==> config.mk <==
export PLATFORM = sky130hd
export DESIGN_NAME = seq_comparator_flat
export DESIGN_NICKNAME = d
export VERILOG_FILES = /design/src/rtl/seq_comparator_pkg.sv /design/src/rtl/seq_comparator_if.sv /design/src/rtl/seq_comparator_slice.sv /design/src/rtl/seq_comparator.sv /design/src/flat_wrapper.sv
export SDC_FILE = /design/constraint.sdc
export NUM_CORES = 1
export LEC_CHECK = 0
export BUFFER_PORTS_ARGS = -buffer_cell sky130_fd_sc_hd__buf_2
export CAP_MARGIN = 20
export CORE_MARGIN = 10
export CORE_UTILIZATION = 54
export DETAILED_ROUTE_END_ITERATION = 8
export GPL_TIMING_DRIVEN = 1
export PLACE_DENSITY = 0.79
export SLEW_MARGIN = 10
export SYNTH_ARGS = -nofsm -noshare
export SYNTH_HDL_FRONTEND = slang
export SYNTH_SLANG_ARGS = --single-unit
==> constraint.sdc <==
create_clock -name clk -period 3.64 [get_ports clk]
set_input_delay 0.182 -clock clk [delete_from_list [all_inputs] [get_ports clk]]
set_output_delay 0.182 -clock clk [all_outputs]
set_load 0.01 [all_outputs]
==> src/rtl/seq_comparator_pkg.sv <==
// ============================================================================
// Module   : cmp_pkg
// Purpose  : Shared types and sizing helpers for seq_comparator.
// Revision : 1.0  initial release
// ============================================================================
`default_nettype none

package cmp_pkg;

    typedef enum logic [0:0] {
        IDLE = 1'b0,
        SCAN = 1'b1
    } cmp_state_e;

    function automatic int unsigned cmp_nchunk(input int unsigned width,
                                               input int unsigned chunk);
        return width / chunk;
    endfunction

    // Index register needs at least one bit even when NCHUNK == 1.
    function automatic int unsigned cmp_idx_w(input int unsigned nchunk);
        return (nchunk <= 1) ? 1 : $clog2(nchunk);
    endfunction

endpackage : cmp_pkg

`default_nettype wire

==> src/rtl/seq_comparator_if.sv <==
// ============================================================================
// Module   : seq_comparator_if
// Purpose  : Start/done request interface of the sliced magnitude comparator.
// Revision : 1.0  initial release
// ============================================================================
`default_nettype none

interface seq_comparator_if #(
    parameter int WIDTH = 32
);
    logic             start;
    logic [WIDTH-1:0] a;
    logic [WIDTH-1:0] b;
    logic             signed_cmp;
    logic             busy;
    logic             done;
    logic             eq;
    logic             gt;
    logic             lt;
    logic             gte;
    logic             lte;

    modport master (
        output start, a, b, signed_cmp,
        input  busy, done, eq, gt, lt, gte, lte
    );

    modport slave (
        input  start, a, b, signed_cmp,
        output busy, done, eq, gt, lt, gte, lte
    );

endinterface : seq_comparator_if

`default_nettype wire

==> src/rtl/seq_comparator_slice.sv <==
// ============================================================================
// Module   : cmp_slice
// Purpose  : Combinational unsigned compare of one CHUNK-bit operand slice.
// Revision : 1.0  initial release
// ============================================================================
`default_nettype none

module cmp_slice #(
    parameter int CHUNK = 8
) (
    input  wire logic [CHUNK-1:0] a_i,
    input  wire logic [CHUNK-1:0] b_i,
    output logic                  slice_gt_o,
    output logic                  slice_lt_o
);

    assign slice_gt_o = (a_i > b_i);
    assign slice_lt_o = (a_i < b_i);

endmodule : cmp_slice

`default_nettype wire

==> src/rtl/seq_comparator.sv <==
// ============================================================================
// Module   : seq_comparator
// Purpose  : Multi-cycle signed/unsigned magnitude comparator, MSB slice first.
//            Define CMP_EARLY_EXIT_EN to stop on the first differing slice.
// Revision : 1.0  initial release
// ============================================================================
`default_nettype none

module seq_comparator
    import cmp_pkg::*;
#(
    parameter int WIDTH = 32,
    parameter int CHUNK = 8
) (
    input  wire logic        clk,
    input  wire logic        rst_n,
    seq_comparator_if.slave  bus
);

    localparam int unsigned      NCHUNK   = cmp_nchunk(WIDTH, CHUNK);
    localparam int unsigned      IDX_W    = cmp_idx_w(NCHUNK);
    localparam logic [IDX_W-1:0] LAST_IDX = IDX_W'(NCHUNK - 1);
    localparam logic [WIDTH-1:0] MSB_MASK = WIDTH'(1) << (WIDTH - 1);

    cmp_state_e       state_q, state_d;
    logic [IDX_W-1:0] idx_q;
    logic [WIDTH-1:0] a_q, b_q;
    logic             decided_q, gt_q, lt_q;
    logic             done_q;
    logic             res_eq_q, res_gt_q, res_lt_q, res_gte_q, res_lte_q;

    logic             accept;
    logic             complete;
    logic             last_slice;
    logic [WIDTH-1:0] a_sh, b_sh;
    logic [CHUNK-1:0] slice_a, slice_b;
    logic             slice_gt, slice_lt;
    logic             decided_nxt, gt_nxt, lt_nxt;
    logic             busy;

    assign accept   = (state_q == IDLE) && bus.start;
    assign complete = (state_q == SCAN) && last_slice;

    assign a_sh    = a_q >> (int'(idx_q) * CHUNK);
    assign b_sh    = b_q >> (int'(idx_q) * CHUNK);
    assign slice_a = a_sh[CHUNK-1:0];
    assign slice_b = b_sh[CHUNK-1:0];

    cmp_slice #(
        .CHUNK (CHUNK)
    ) u_slice (
        .a_i        (slice_a),
        .b_i        (slice_b),
        .slice_gt_o (slice_gt),
        .slice_lt_o (slice_lt)
    );

    // Once a higher slice has decided, lower slices are ignored.
    assign decided_nxt = decided_q | slice_gt | slice_lt;
    assign gt_nxt      = decided_q ? gt_q : slice_gt;
    assign lt_nxt      = decided_q ? lt_q : slice_lt;

`ifdef CMP_EARLY_EXIT_EN
    // With early exit nothing is ever decided while still scanning.
    assign last_slice = (idx_q == '0) || slice_gt || slice_lt;
`else
    assign last_slice = (idx_q == '0);
`endif

    always_ff @(posedge clk or negedge rst_n) begin
        if (!rst_n) begin
            state_q <= IDLE;
        end else begin
            state_q <= state_d;
        end
    end

    always_comb begin
        state_d = state_q;
        case (state_q)
            IDLE:    if (bus.start)  state_d = SCAN;
            SCAN:    if (last_slice) state_d = IDLE;
            default: state_d = IDLE;
        endcase
    end

    always_comb begin
        busy = (state_q == SCAN);
    end

    always_ff @(posedge clk or negedge rst_n) begin
        if (!rst_n) begin
            idx_q     <= '0;
            a_q       <= '0;
            b_q       <= '0;
            decided_q <= 1'b0;
            gt_q      <= 1'b0;
            lt_q      <= 1'b0;
            done_q    <= 1'b0;
            res_eq_q  <= 1'b0;
            res_gt_q  <= 1'b0;
            res_lt_q  <= 1'b0;
            res_gte_q <= 1'b0;
            res_lte_q <= 1'b0;
        end else begin
            done_q <= complete;
            if (accept) begin
                // Flipping the sign bit maps two's complement onto unsigned order.
                a_q       <= bus.a ^ (bus.signed_cmp ? MSB_MASK : '0);
                b_q       <= bus.b ^ (bus.signed_cmp ? MSB_MASK : '0);
                idx_q     <= LAST_IDX;
                decided_q <= 1'b0;
                gt_q      <= 1'b0;
                lt_q      <= 1'b0;
            end else if (state_q == SCAN) begin
                decided_q <= decided_nxt;
                gt_q      <= gt_nxt;
                lt_q      <= lt_nxt;
                if (!last_slice) begin
                    idx_q <= idx_q - IDX_W'(1);
                end
            end
            if (complete) begin
                res_eq_q  <= !decided_nxt;
                res_gt_q  <= gt_nxt;
                res_lt_q  <= lt_nxt;
                res_gte_q <= !decided_nxt | gt_nxt;
                res_lte_q <= !decided_nxt | lt_nxt;
            end
        end
    end

    assign bus.busy = busy;
    assign bus.done = done_q;
    assign bus.eq   = res_eq_q;
    assign bus.gt   = res_gt_q;
    assign bus.lt   = res_lt_q;
    assign bus.gte  = res_gte_q;
    assign bus.lte  = res_lte_q;

endmodule : seq_comparator

`default_nettype wire

==> src/flat_wrapper.sv <==
// flat-port wrapper written by rule: the top's interface ports become plain ports
module seq_comparator_flat import cmp_pkg::*;
#(
    parameter int WIDTH = 32,
    parameter int CHUNK = 8
)
  (clk, rst_n, bus_start, bus_a, bus_b, bus_signed_cmp, bus_busy, bus_done, bus_eq, bus_gt, bus_lt, bus_gte, bus_lte);
  seq_comparator_if #(.WIDTH(WIDTH)) bus_i ();
  input  wire logic clk;
  input  wire logic rst_n;
  input wire logic [$bits(bus_i.start)-1:0] bus_start;
  input wire logic [$bits(bus_i.a)-1:0] bus_a;
  input wire logic [$bits(bus_i.b)-1:0] bus_b;
  input wire logic [$bits(bus_i.signed_cmp)-1:0] bus_signed_cmp;
  output wire logic [$bits(bus_i.busy)-1:0] bus_busy;
  output wire logic [$bits(bus_i.done)-1:0] bus_done;
  output wire logic [$bits(bus_i.eq)-1:0] bus_eq;
  output wire logic [$bits(bus_i.gt)-1:0] bus_gt;
  output wire logic [$bits(bus_i.lt)-1:0] bus_lt;
  output wire logic [$bits(bus_i.gte)-1:0] bus_gte;
  output wire logic [$bits(bus_i.lte)-1:0] bus_lte;
  assign bus_i.start = bus_start;
  assign bus_i.a = bus_a;
  assign bus_i.b = bus_b;
  assign bus_i.signed_cmp = bus_signed_cmp;
  assign bus_busy = bus_i.busy;
  assign bus_done = bus_i.done;
  assign bus_eq = bus_i.eq;
  assign bus_gt = bus_i.gt;
  assign bus_lt = bus_i.lt;
  assign bus_gte = bus_i.gte;
  assign bus_lte = bus_i.lte;
  seq_comparator #(.WIDTH(WIDTH), .CHUNK(CHUNK)) u_core (.clk(clk), .rst_n(rst_n), .bus(bus_i));
endmodule
==> results.txt <==
The worst-case IR drop observed on VDD is 0.438 mV. The netlist area before placement came out at 0.00347 mm^2. Entering global routing, the biggest net connects 77 pins. The count of antenna-violating nets left after detailed routing is 0.

The global placer's final weighted congestion came out at 0.864. The filler cell count is 478. The slowest stage cell on the critical path is sky130_fd_sc_hd__dfrtp_1. Summed over all instances, the cell type with the most area after synthesis is sky130_fd_sc_hd__dfrtp_1. Counting flops with an async set or reset pin after synthesis yields a share of 1.00. The count of cell types in the netlist is 26.

The setup check on the worst reg-to-reg path leaves a slack of 720 ps. The worst hold path belongs to the class in2async. The post-route clock skew is 3.90 ps.

The detail-routed net length per standard cell came out at 18.1 um. The clock period minus worst slack is 2920 ps. The highest cell delay on the worst timing path is 640 ps. The run finished, with violations left. For this design the ratio of total power to cell area is 888 mW/mm^2. The maximum clock frequency came out at 0.343 GHz. The final-layout worst hold slack came out at -15.3 ps.

In this run the tool buffered the top-level ports with 74 buffer cells. The synthesis-to-layout area growth is 17.5%. The total number of placement rows came out at 29. The via-per-instance ratio came out at 5.36. The worst slack at placement is 715 ps. The HPWL reported at the end of detailed placement is 5.32 mm. The final reports fail on negative hold slack. The transition time of the tightest slew-check pin came out at 929 ps. The required time of the worst setup path is 3870 ps. The length in cells of the worst reg-to-reg path came out at 8.

The number of setup buffers added after CTS is 0. The number of hold buffers added after CTS came out at 0. In the final layout, the registers with the most flip-flops are u_core.a_q: 32 flops, u_core.b_q: 32 flops, u_core.idx_q: 2 flops. The master cell of the clock root buffer is sky130_fd_sc_hd__clkbuf_8.

Once placement finished, the instance area stood at 0.00393 mm^2. At the later pin of the worst-skew pair, clock insertion delay measures 340 ps. The max capacitance violation total is 0. The global-route wire length before repair came out at 12.0 mm. Setup repair after global routing left no endpoint under its margin. Of the cells placed in the final design, the portion with a size suffix greater than 1 is 0.535.

The number of cells upsized or downsized after cts is 0. Among all flip-flop cells after synthesis, the most frequent one is sky130_fd_sc_hd__dfrtp_1. Yosys attributes the largest share of cell area to sky130_fd_sc_hd__dfrtp_1 (55%), sky130_fd_sc_hd__mux2_2 (21%), sky130_fd_sc_hd__mux4_2 (10%). The period utilization is 0.802. By startpoint and endpoint, the worst setup path is classified as reg2reg. The average cell area after synthesis is 14.8 um^2.

The register bit count reported by yosys is 76. In this run the vertical extent of the chip is 100 um. The critical path ends at u_core.decided_q. The finished cells cover 0.00408 mm^2.

The share of the Yosys chip area taken by registers is 0.549. The storage element area is 0.00190 mm^2. The post-route worst setup slack is 721 ps. The final count of pins violating max slew is 0.

The endpoint of the worst register-to-register path is u_core.decided_q. After detailed routing, the number of remaining DRC violations is 0. The relative max-transition margin is 0.380. The largest fanout on the critical path is 12. The number of instances in the synthesized netlist is 235. The finished layout holds 389 standard cells, fillers aside. The total overflow left after global routing is 0. After the last flow step, the layout net total stands at 388. The count of routing violations after the opening detailed-route iteration is 101.

Measured along the x axis, the die boundary spans 100 um. The share of synthesized area in the top cell type comes to 0.549. The number of buffers on the longest clock path came out at 2.

The combined area of the multi-input logic cells came out at 0.00147 mm^2. The overall via count from detail_route is 2,084. Counting tap cells, the placed design contains a total of 377 instances. The count of yosys warnings during synthesis came out at 0. The startpoint identified for the worst register-to-register timing path is u_core.idx_q[0]. In this run the standard cell core region covers 0.00628 mm^2.

The synthesized design contains 0 enable-type register cells. The number of antenna diodes came out at 0. The initial core utilization came out at 0.552. The final-report hold violation count came to 34. The routed design has 7.05 mm of wire.

The arrival time at the worst endpoint came out at 3150 ps. The critical path starts at u_core.idx_q[0]. The static leakage power is 1.87 nW. CTS saw 76 sinks.

The critical path capture point type is a flip-flop. The deepest level of the CTS H-tree came out at 3. The initial antenna violation count is 0. The number of buffers added by the clock tree synthesis step came out at 9. The number of setup violations in the final report is 0. The first detailed-routing pass took 4 iterations. The via count of the first global-routing pass came to 2,459.

For this run, the total global-route usage over all layers was measured as 0.151. The clock slew seen by the registers of the worst setup and hold paths is 70 ps. The startpoint kind of the worst setup timing path is a flip-flop. The die covers 0.0100 mm^2. Pin placement for this block handled 75 I/O pins. The post-synthesis net count is 312. The setup TNS after final layout is 0 ps.

The signal on the critical path passes through buf_12, mux4_2, ha_1, nand4_1, or2_1, a2111oi_1, a21o_1, o21ai_0. TritonCTS built the clock tree.
-- worst min path at each step --
stage | end | slack (ps) | depth (start not counted)
3_5_place_dp | u_core.a_q[5] | 380 | 1
5_1_grt | u_core.a_q[28] | 50 | 1
3_3_place_gp | u_core.a_q[12] | 380 | 1
6_report | u_core.a_q[5] | -20 | 1
2_1_floorplan | u_core.a_q[0] | -110 | 0
4_1_cts | u_core.bus.gt | 10 | 1
-- through the flow --
step | total power [mW] | utilization
3_5_place_dp | 3.13 | 0.626
2_1_floorplan | 2.70 | -
3_3_place_gp | 3.05 | 0.626
6_report | 3.62 | 0.649
5_1_grt | 3.93 | 0.649
4_1_cts | 3.66 | 0.649
-- cell families after synthesis --
logic type | after synthesis | share of synthesized area
xor+xnor | 3 | 0.00758
compound gates | 23 | 0.0411
simple gates | 19 | 0.0256
flops | 76 | 0.549
fa+ha+maj | 9 | 0.0325
mux | 81 | 0.315
buf+inv | 24 | 0.0296
-- per-layer routing --
metal	share of wire	up-vias	track usage
met4	0.012	0	0.0554
li1	-	1003	-
met3	0.057	5	0.0536
met1	0.41	1025	0.179
met5	0	-	0
met2	0.52	51	0.247
-- critical path, delay by kind of cell (launching register included) --
family / cells / cell delay [ps]
AOI/OAI and AO/OA: 3 / 680
adders and majority gates: 1 / 340
buffers and inverters: 1 / 220
DFF: 1 / 640
muxes: 1 / 500
and+or+nand+nor: 2 / 430
-- where the power goes --
part           internal [mW]  switching, mW  total (mW)
combinational          0.913          0.628        1.54
sequential              1.27          0.290        1.56
clock                  0.252          0.270       0.521
-- synthesized netlist by cell type (all sizes together), types with 2 or more instances --
cell type,n
mux4,16
nand2,3
ha,9
nor2b,2
dfrtp,76
inv,13
o211ai,2
nand4,2
a22oi,2
buf,11
mux2,65
xnor2,2
nor2,9
a21oi,9
o21ai,5
-- final cells by class --
cell class	count	share of cell area
multi-input cells	135	0.361
flip-flops and latches	76	0.467
inverters	13	0.0120
well taps	77	0.0236
repair buffers	76	0.101
clock buffers	12	0.0356
-- placed cells by master, fill, tap and decap left out, drive strengths merged --
cell     Yosys  routed
dfrtp       76      76
buf         11      76
mux2        65      65
mux4        16      16
inv         13      13
clkbuf       0      12
nor2         9       9
a21oi        9       9
ha           9       9
o21ai        5       5
nand2        3       3
a22oi        2       2
o211ai       2       2
nand4        2       2
xnor2        2       2
nor2b        2       2
xor2         1       1
and2         1       1
a211oi       1       1
or2          1       1
a2111oi      1       1
a21o         1       1
a22o         1       1
nand2b       1       1
o31a         1       1
No activity file was read; power rests on OpenSTA's default activity.
